===== src/rtl/led_key_pkg.sv =====
// Shared mode encoding and LED decode for led_key_ctrl.
// The BLINK code is always defined here; only led_key_ctrl decides whether it is reachable.
package led_key_pkg;

    localparam int unsigned MODE_W = 3;

    typedef enum logic [MODE_W-1:0] {
        MODE_OFF   = 3'd0,
        MODE_L0    = 3'd1,
        MODE_L1    = 3'd2,
        MODE_BOTH  = 3'd3,
        MODE_BLINK = 3'd4
    } mode_e;

    localparam mode_e MODE_LAST_NOBLINK = MODE_BOTH;
    localparam mode_e MODE_LAST_BLINK   = MODE_BLINK;

    // Static LED pattern {led1, led0} for a mode; BLINK yields its entry pattern.
    function automatic logic [1:0] led_decode(input mode_e m);
        logic [1:0] leds;
        leds = 2'b00;
        case (m)
            MODE_L0:    leds = 2'b01;
            MODE_L1:    leds = 2'b10;
            MODE_BOTH:  leds = 2'b11;
            MODE_BLINK: leds = 2'b01;
            default:    leds = 2'b00;
        endcase
        return leds;
    endfunction

endpackage


===== src/rtl/key_debounce.sv =====
// Synchronizes, debounces and edge-detects one active-low push-button.
// A key held through reset is ignored until it has been seen released.
module key_debounce #(
    parameter int unsigned DEBOUNCE_CYCLES = 500000
) (
    input  logic clk,
    input  logic rst_n,
    input  logic key_n,
    output logic press
);

    localparam int unsigned CNT_W = (DEBOUNCE_CYCLES > 2) ? $clog2(DEBOUNCE_CYCLES) : 1;
    localparam logic [CNT_W-1:0] CNT_MAX = CNT_W'(DEBOUNCE_CYCLES - 1);

    logic [1:0]       sync_q, sync_d;
    logic [1:0]       fill_q, fill_d;
    logic [CNT_W-1:0] cnt_q, cnt_d;
    logic             db_q, db_d;
    logic             armed_q, armed_d;
    logic             press_q, press_d;

    always_ff @(posedge clk or negedge rst_n) begin
        if (!rst_n) begin
            sync_q  <= 2'b11;
            fill_q  <= 2'd0;
            cnt_q   <= '0;
            db_q    <= 1'b1;
            armed_q <= 1'b0;
            press_q <= 1'b0;
        end else begin
            sync_q  <= sync_d;
            fill_q  <= fill_d;
            cnt_q   <= cnt_d;
            db_q    <= db_d;
            armed_q <= armed_d;
            press_q <= press_d;
        end
    end

    always_comb begin
        sync_d  = {sync_q[0], key_n};
        fill_d  = (fill_q == 2'd2) ? fill_q : fill_q + 2'd1;
        cnt_d   = '0;
        db_d    = db_q;
        // Count consecutive cycles of disagreement; any agreeing cycle restarts.
        if (sync_q[1] != db_q) begin
            if (cnt_q == CNT_MAX) begin
                db_d = sync_q[1];
            end else begin
                cnt_d = cnt_q + CNT_W'(1);
            end
        end
        // Arm only once the synchronizer carries real samples showing a released key.
        armed_d = armed_q | ((fill_q == 2'd2) & sync_q[1] & db_q);
        press_d = armed_q & db_q & ~db_d;
    end

    assign press = press_q;

endmodule


===== src/rtl/led_key_ctrl.sv =====
// Two-key LED mode controller: key0 steps forward, key1 steps back, both return to OFF.
// Define LED_KEY_CTRL_BLINK_EN to add the BLINK mode and its half-period counter.
module led_key_ctrl
    import led_key_pkg::*;
#(
    parameter int unsigned DEBOUNCE_CYCLES   = 500000,
    parameter int unsigned BLINK_HALF_CYCLES = 12500000
) (
    input  logic              sysclk,
    input  logic              rst_n,
    input  logic              key0,
    input  logic              key1,
    output logic              led0,
    output logic              led1,
    output logic [MODE_W-1:0] mode
);

`ifdef LED_KEY_CTRL_BLINK_EN
    localparam mode_e MODE_LAST = MODE_LAST_BLINK;
    localparam int unsigned BLINK_W = (BLINK_HALF_CYCLES > 2) ? $clog2(BLINK_HALF_CYCLES) : 1;
    localparam logic [BLINK_W-1:0] BLINK_MAX = BLINK_W'(BLINK_HALF_CYCLES - 1);
`else
    localparam mode_e MODE_LAST = MODE_LAST_NOBLINK;
`endif

    logic  press0, press1;
    mode_e mode_q, mode_d;
    logic  led0_q, led0_d;
    logic  led1_q, led1_d;

    key_debounce #(.DEBOUNCE_CYCLES(DEBOUNCE_CYCLES)) u_key0 (
        .clk   (sysclk),
        .rst_n (rst_n),
        .key_n (key0),
        .press (press0)
    );

    key_debounce #(.DEBOUNCE_CYCLES(DEBOUNCE_CYCLES)) u_key1 (
        .clk   (sysclk),
        .rst_n (rst_n),
        .key_n (key1),
        .press (press1)
    );

`ifdef LED_KEY_CTRL_BLINK_EN
    logic [BLINK_W-1:0] blink_cnt_q, blink_cnt_d;
    logic               phase_q, phase_d;

    always_ff @(posedge sysclk or negedge rst_n) begin
        if (!rst_n) begin
            blink_cnt_q <= '0;
            phase_q     <= 1'b0;
        end else begin
            blink_cnt_q <= blink_cnt_d;
            phase_q     <= phase_d;
        end
    end
`endif

    always_ff @(posedge sysclk or negedge rst_n) begin
        if (!rst_n) begin
            mode_q <= MODE_OFF;
            led0_q <= 1'b0;
            led1_q <= 1'b0;
        end else begin
            mode_q <= mode_d;
            led0_q <= led0_d;
            led1_q <= led1_d;
        end
    end

    always_comb begin
        mode_d = mode_q;
        case ({press1, press0})
            2'b11: mode_d = MODE_OFF;
            2'b01: mode_d = (mode_q == MODE_LAST) ? MODE_OFF
                          : mode_e'(MODE_W'(mode_q) + MODE_W'(1));
            2'b10: mode_d = (mode_q == MODE_OFF) ? MODE_LAST
                          : mode_e'(MODE_W'(mode_q) - MODE_W'(1));
            default: mode_d = mode_q;
        endcase

        // LEDs follow the next mode so they change on the same edge as mode.
        {led1_d, led0_d} = led_decode(mode_d);

`ifdef LED_KEY_CTRL_BLINK_EN
        blink_cnt_d = '0;
        phase_d     = 1'b0;
        // Staying in BLINK: run the half-period counter; entry uses the static 1/0 pattern.
        if (mode_d == MODE_BLINK && mode_q == MODE_BLINK) begin
            phase_d = phase_q;
            if (blink_cnt_q == BLINK_MAX) begin
                phase_d = ~phase_q;
            end else begin
                blink_cnt_d = blink_cnt_q + BLINK_W'(1);
            end
            led0_d = ~phase_d;
            led1_d = phase_d;
        end
`endif
    end

    assign mode = MODE_W'(mode_q);
    assign led0 = led0_q;
    assign led1 = led1_q;

endmodule


===== config.mk =====
export PLATFORM = sky130hd
export DESIGN_NAME = led_key_ctrl
export DESIGN_NICKNAME = d
export VERILOG_FILES = /design/src/rtl/led_key_pkg.sv /design/src/rtl/key_debounce.sv /design/src/rtl/led_key_ctrl.sv
export SDC_FILE = /design/constraint.sdc
export NUM_CORES = 1
export LEC_CHECK = 0
export ABC_AREA = 1
export CAP_MARGIN = 10
export CORE_MARGIN = 10
export CORE_UTILIZATION = 40
export CTS_CLUSTER_DIAMETER = 30
export DETAILED_ROUTE_END_ITERATION = 8
export PLACE_DENSITY = 0.58
export REMOVE_ABC_BUFFERS = 1
export SLEW_MARGIN = 0
export SYNTH_ARGS = -nofsm -noshare
export SYNTH_HDL_FRONTEND = slang
export SYNTH_SLANG_ARGS = --single-unit

===== constraint.sdc =====
create_clock -name sysclk -period 1.4 [get_ports sysclk]
set_input_delay 0.28 -clock sysclk [delete_from_list [all_inputs] [get_ports sysclk]]
set_output_delay 0.28 -clock sysclk [all_outputs]
set_load 0.01 [all_outputs]

==> results of run 1 <==
## critical path: stages (launching register included)
cell and delay, ns:
dfrtp_1 0.41, ha_4 0.18, nand4_1 0.20, nor2_2 0.22, nand2_2 0.10, nand3_4 0.11, nor3_1 0.06
## sequential cells by signal, indices dropped and copies added (netlist names)
register and count:
u_key1.armed_q 1, u_key1.press 1, u_key0.press 1, u_key1.db_q 1, u_key1.sync_q 2, u_key0.fill_q 2
u_key0.sync_q 2, led0 1, u_key0.armed_q 1, led1 1, u_key0.cnt_q 19, u_key1.fill_q 2
mode 3, u_key1.cnt_q 19, u_key0.db_q 1
## cell type report
type,count,area (um^2),share of cell area (%)
timing repair buffer,44,350,8.72
inverter,50,188,4.67
tap,102,128,3.18
clock buffer,13,149,3.71
clock inverter,3,40.0,0.997
multi-input combinational,287,1720,42.8
sequential,57,1440,35.9
## cells by family (layout without fill, tap and decap cells)
kind of cell             Yosys count  in the layout  share of synthesized area (%)
AND/OR/NAND/NOR                  240            240                           35.6
flip-flops                        57             57                           45.4
AO/OA/AOI/OAI                     22             22                           4.56
XOR/XNOR                          18             18                           4.99
adder cells (fa/ha/maj)            7              7                           2.77
buffers and inverters             54            110                           6.62
## through the flow
step	power [mW]	TNS [ns]	area [um^2]	util, %
3_3_place_gp	1.84	-0.0533	3540	46.0
4_1_cts	3.35	-0.0451	3780	49.2
6_report	3.32	-0.00130	4020	52.3
5_1_grt	3.48	-0.945	4020	52.3
2_1_floorplan	1.76	0	3140	-
3_5_place_dp	1.84	-0.513	3540	46.0
## synth_stat cells, drive strengths merged, types with 2 or more instances
| cell | number | share of area (%) |
|---|---|---|
| ha | 7 | 2.8 |
| o21ai | 6 | 0.95 |
| dfstp | 6 | 5.0 |
| a21oi | 9 | 1.5 |
| dfrtp | 51 | 40 |
| xnor2 | 4 | 1.1 |
| inv | 49 | 5.8 |
| nand2 | 87 | 11 |
| nor3b | 3 | 0.71 |
| buf | 3 | 0.55 |
| xor2 | 14 | 3.9 |
| nor2 | 101 | 14 |
| nand3 | 31 | 6.3 |
| nor3 | 7 | 1.8 |
| a211oi | 2 | 0.48 |
| nand4 | 9 | 1.8 |
## timing repair
action | CTS | global route
cloned | 0 | 0
hold endpoints to repair | 51 | 0
buffers inserted | 2 | 8
hold buffers | 1 | 0
endpoints found under the setup margin | 24 | 43
resized for setup | 13 | 58
pin swaps | 3 | 23
## routing by layer
layer / track usage [%] / vias to the layer above / part of all wire (%)
met1: 14.9 / 1254 / 44
met4: 3.95 / 0 / 0.83
li1: - / 1351 / -
met3: 4.72 / 6 / 3.9
met2: 21.3 / 43 / 51
met5: 0 / - / 0
## worst max path at each step
stage	end	cells after the start
6_report	u_key1.cnt_q[8]$_DFF_PN0_	6
5_1_grt	u_key1.cnt_q[8]$_DFF_PN0_	6
4_1_cts	u_key0.cnt_q[17]$_DFF_PN0_	6
3_5_place_dp	u_key1.cnt_q[8]$_DFF_PN0_	6
3_3_place_gp	u_key1.cnt_q[8]$_DFF_PN0_	6
2_1_floorplan	u_key0.cnt_q[12]$_DFF_PN0_	7
## power by group through the flow
stage               Combinational, mW  Clock, mW  Sequential (mW)
global route                    0.167       1.62             1.70
global placement                0.125          0             1.72
detailed placement              0.126          0             1.72
floorplan                      0.0429          0             1.71
CTS                             0.134       1.53             1.69
finish                          0.147       1.47             1.70
## cell usage in the layout (no fill, tap or decap), drive strengths merged
cell type,synthesis,routed
a211oi,2,2
a21oi,9,9
a31o,1,1
a31oi,1,1
buf,3,36
bufinv,0,1
clkbuf,1,14
clkdlybuf4s50,0,2
clkinv,1,3
dfrtp,51,51
dfstp,6,6
dlygate4sd2,0,4
dlygate4sd3,0,1
ha,7,7
inv,49,49
nand2,87,87
nand3,31,31
nand4,9,9
nor2,101,101
nor3,7,7
nor3b,3,3
nor4,1,1
o21a,1,1
o21ai,6,6
o21bai,1,1
o221ai,1,1
or2,1,1
xnor2,4,4
xor2,14,14
==> impl_metrics.env, run 1 <==
export IMPL_violations="negative setup slack"
export IMPL_rr_endpoint="u_key1.cnt_q[8]$_DFF_PN0_"
export IMPL_fp_row_count=32
export IMPL_cts_buffers=9
export IMPL_dp_cells=529
export IMPL_slew_headroom_pct=68.5
export IMPL_min_from="key1"
export IMPL_drv_slew=0
export IMPL_p_switching_uw=714
export IMPL_setup_viol=1
export IMPL_grt_remaining_overflow=0
export IMPL_hold_violations=0
export IMPL_p_int_mw=2.60
export IMPL_yosysWarningCount=0
export IMPL_fmax_mhz=714
export IMPL_num_io_pins=9
export IMPL_min_to="u_key1.sync_q[0]$_DFF_PN1_"
export IMPL_required_ns=1.62
export IMPL_skew_ns=0.00677
export IMPL_clockBufferDepth=2
export IMPL_synth_area_um2=3160
export IMPL_regToRegSetupSlack_ns=-0.001
export IMPL_num_antenna_cells=0
export IMPL_cts_root_buf="clkbuf_8"
export IMPL_p_sw_share_pct=21.5
export IMPL_p_per_area_nw_per_um2=825
export IMPL_wl_per_cell_um=12.6
export IMPL_instances_no_fill=556
export IMPL_floorplan_die_height_um=109
export IMPL_yosys_register_bits=57
export IMPL_dpl_worst_slack_ns=-0.0677
export IMPL_firstDrtPassIters=5
export IMPL_worstPathMaxFanout=6
export IMPL_power_leakage_nw=1.75
export IMPL_finalWeightedCongestion=0.897
export IMPL_initial_core_util_pct=41.1
export IMPL_drt_iter0_drc=117
export IMPL_cts_tree="built"
export IMPL_die_w_um=109
export IMPL_routed_wl_um=6990
export IMPL_arrival_ns=1.62
export IMPL_postSynthAreaPerCell_um2=7.93
export IMPL_fill_cells=724
export IMPL_start_kind="flip-flop"
export IMPL_rsz0062_at_grt="true"
export IMPL_r2r_cells=6
export IMPL_core_area_um2=7690
export IMPL_drive_above_1_share_pct=30.2
export IMPL_antenna_left=0
export IMPL_drc=0
export IMPL_setup_ws_ns=-0.00130
export IMPL_areaGrowthSynthToFinish_pct=27.3
export IMPL_outcome="finished with violations"
export IMPL_htreeDepth=3
export IMPL_endpoint_kind="flip-flop"
export IMPL_max_slew_worst_pin_slew_ns=0.470
export IMPL_path_clk_slew_ns=0.06
export IMPL_grt_pass1_wl_um=11900
export IMPL_whs_ns=0.352
export IMPL_grt_pass1_vias=2634
export IMPL_hp_class="in -> reg"
export IMPL_antenna_found_initial=0
export IMPL_cts_sink_count=57
export IMPL_layout_nets=460
export IMPL_grt_usage_pct=12.7
export IMPL_p_clk_share_pct=44.4
export IMPL_synth_ff_type="dfrtp_1"
export IMPL_hold_depth=1
export IMPL_synth_edff_count=0
export IMPL_cap_viol_max_count=0
export IMPL_detail_route_vias_per_cell=4.77
export IMPL_ys_seq_area_share_pct=45.4
export IMPL_crit_type="reg -> reg"
export IMPL_die_area_um2=11800
export IMPL_p_comb_share_pct=4.4
export IMPL_share_seq_of_total_power_pct=51.2
export IMPL_min_period_ns=1.40
export IMPL_io_buffers=8
export IMPL_startpoint="u_key1.cnt_q[1]$_DFF_PN0_"
export IMPL_grt_max_degree=58
export IMPL_finalCritPeriodShare_pct=100
export IMPL_clk_latency_ns=0.33
export IMPL_vias=2654
export IMPL_r2r_start="u_key1.cnt_q[1]$_DFF_PN0_"
export IMPL_hpwlAfterDp_um=4890
export IMPL_synth_cells=398
export IMPL_synth_async_reset_ratio_pct=100
export IMPL_max_vdd_ir_drop_v=0.000329
export IMPL_synth_distinct_cells=36
Power figures use the tool's default switching activity.
==> run 2, diff against run 1 <==
CELL_PAD_IN_SITES_DETAIL_PLACEMENT = 1   (was not set)
CELL_PAD_IN_SITES_GLOBAL_PLACEMENT = 1   (was not set)
PLACE_DENSITY = 0.73   (was 0.58)
==> run 2 against run 1 <==
  * The run still ends with negative setup slack left
  * Sequential power about the same
  * Clock power up 19%
  * Register-to-register slack lost 0.08 ns
  * Flip-flop and latch count stayed put
  * Sequential share of layout area fell by 2.6 points
  * Wire length is 41% higher
  * Critical endpoint is now u_key1.cnt_q[6]$_DFF_PN0_
  * Largest power group is now clock
  * Highest routed layer unchanged
==> impl_metrics.env, run 2 (same netlist as run 1, synthesis figures left out) <==
export IMPL_outcome="finished with violations"
export IMPL_violations="negative setup slack"
export IMPL_die_w_um=109
export IMPL_detail_route_vias_per_cell=5.03
export IMPL_rsz0062_at_grt="true"
export IMPL_p_clk_share_pct=47.9
export IMPL_fmax_mhz=677
export IMPL_clk_latency_ns=0.34
export IMPL_grt_remaining_overflow=0
export IMPL_finish_utilization_pct=56.5
export IMPL_grt_pass1_wl_um=15100
export IMPL_fp_row_count=32
export IMPL_power_leakage_nw=1.90
export IMPL_p_per_area_nw_per_um2=838
export IMPL_areaGrowthSynthToFinish_pct=37.7
export IMPL_drc=0
export IMPL_path_clk_slew_ns=0.08
export IMPL_final_cell_mix="78 x nand2_1, 67 x nor2_1, 56 x buf_4, 42 x inv_1, 40 x dfrtp_1"
export IMPL_drt_iter0_drc=87
export IMPL_clockBufferDepth=2
export IMPL_finalCritPeriodShare_pct=106
export IMPL_die_area_um2=11800
export IMPL_grt_max_degree=24
export IMPL_num_antenna_cells=0
export IMPL_hold_depth=1
export IMPL_instances_no_fill=585
export IMPL_cts_tree="built"
export IMPL_wl_per_cell_um=16.9
export IMPL_power_mw=3.64
export IMPL_crit_type="reg -> reg"
export IMPL_antenna_left=0
export IMPL_skew_ns=0.0100
export IMPL_finalWeightedCongestion=0.871
export IMPL_arrival_ns=1.73
export IMPL_dp_cells=546
export IMPL_cts_root_buf="clkbuf_8"
export IMPL_hold_violations=0
export IMPL_slew_headroom_pct=69.4
export IMPL_drive_above_1_share_pct=36.6
export IMPL_layout_nets=489
export IMPL_r2r_cells=6
export IMPL_setup_ws_ns=-0.0770
export IMPL_hpwlAfterDp_um=6440
export IMPL_firstDrtPassIters=4
export IMPL_p_switching_uw=831
export IMPL_vias=2943
export IMPL_drv_slew=0
export IMPL_p_comb_share_pct=5.5
export IMPL_routed_wl_um=9870
export IMPL_rr_endpoint="u_key1.cnt_q[6]$_DFF_PN0_"
export IMPL_num_io_pins=9
export IMPL_grt_usage_pct=16.1
export IMPL_worstPathMaxFanout=4
export IMPL_required_ns=1.65
export IMPL_min_period_ns=1.48
export IMPL_grt_pass1_vias=3115
export IMPL_share_seq_of_total_power_pct=46.5
export IMPL_initial_core_util_pct=41.1
export IMPL_cap_viol_max_count=0
export IMPL_setup_viol=5
export IMPL_final_common_cell="nand2_1"
export IMPL_max_vdd_ir_drop_v=0.000496
export IMPL_io_buffers=8
export IMPL_dpl_worst_slack_ns=-0.136
export IMPL_start_kind="flip-flop"
export IMPL_p_sw_share_pct=22.8
export IMPL_floorplan_die_height_um=109
export IMPL_antenna_found_initial=0
export IMPL_max_slew_worst_pin_slew_ns=0.459
export IMPL_cts_buffers=9
export IMPL_cts_sink_count=57
export IMPL_regToRegSetupSlack_ns=-0.08
export IMPL_r2r_start="u_key1.cnt_q[0]$_DFF_PN0_"
export IMPL_crit_end="u_key1.cnt_q[6]$_DFF_PN0_"
export IMPL_core_area_um2=7690
export IMPL_p_int_mw=2.81
export IMPL_htreeDepth=3
export IMPL_startpoint="u_key1.cnt_q[0]$_DFF_PN0_"
export IMPL_endpoint_kind="flip-flop"
export IMPL_hp_class="in -> reg"
[run 2: cell count changes in the layout (fill, tap and decap cells not counted), moves of 3 or more]
| cell | before | now |
|---|---|---|
| buf_4 | 34 | 56 |
| dfrtp_1 | 44 | 40 |
| nor2_2 | 18 | 22 |
| nor2_4 | 7 | 11 |
| o21ai_1 | 0 | 3 |
| dfrtp_2 | 7 | 11 |
| buf_6 | 0 | 6 |
| nor2_1 | 75 | 67 |
[run 2: worst max-delay path, cell delays in order, from the launching register on]
cell and delay, ns:
dfrtp_2 0.41, ha_4 0.17, nand4_1 0.18, buf_4 0.21, nor2_4 0.15, nor2_1 0.07, a211oi_1 0.19
[run 2: metrics by stage]
step | cell area (um^2) | hold slack [ns] | setup TNS, ns
after detailed placement | 3680 | 0.252 | -1.19
after global routing | 4350 | 0.339 | -1.50
after global placement | 3680 | 0.249 | -0.214
final | 4350 | 0.344 | -0.190
after floorplan | 3140 | -0.0156 | 0
after CTS | 4040 | 0.334 | 0
[run 2: worst min path at each step]
stage                      from                    endpoint  slack [ns]
after floorplan           rst_n              led0$_DFF_PN0_       -0.02
after global placement    rst_n           mode[0]$_DFF_PN0_        0.25
after detailed placement  rst_n           mode[0]$_DFF_PN0_        0.25
after CTS                  key1  u_key1.sync_q[0]$_DFF_PN1_        0.33
after global routing       key0  u_key0.sync_q[0]$_DFF_PN1_        0.34
final                      key1  u_key1.sync_q[0]$_DFF_PN1_        0.34
[run 2: power by group through the flow]
stage / Clock, mW / Combinational, mW / Sequential (mW)
floorplan: 0 / 0.0429 / 1.71
global placement: 0 / 0.140 / 1.71
detailed placement: 0 / 0.144 / 1.72
CTS: 1.77 / 0.159 / 1.69
global route: 1.86 / 0.220 / 1.70
finish: 1.75 / 0.202 / 1.70
[run 2: area by class of cell]
class,count,area (um^2)
Fill cell,940,3340
Multi-Input combinational cell,287,1760
Sequential cell,57,1450
Timing Repair Buffer,73,603
Inverter,50,188
Clock buffer,11,141
Tap cell,102,128
Clock inverter,5,80.1
[run 2: what timing repair did]
action / in CTS / in global routing
pin swaps: 11 / 22
gates resized for setup: 29 / 64
hold buffers: 1 / 0
endpoints found under the hold margin: 14 / 0
gates cloned: 0 / 0
buffers inserted: 6 / 17
endpoints found under the setup margin: 34 / 38
[run 2: metal layers]
layer | global-route usage (%) | share of wire, % | vias to the layer above
met5 | 0 | 0 | -
met4 | 4.80 | 2.3 | 0
met3 | 3.95 | 2.7 | 20
met2 | 30.0 | 54 | 49
met1 | 17.6 | 41 | 1459
li1 | - | - | 1415
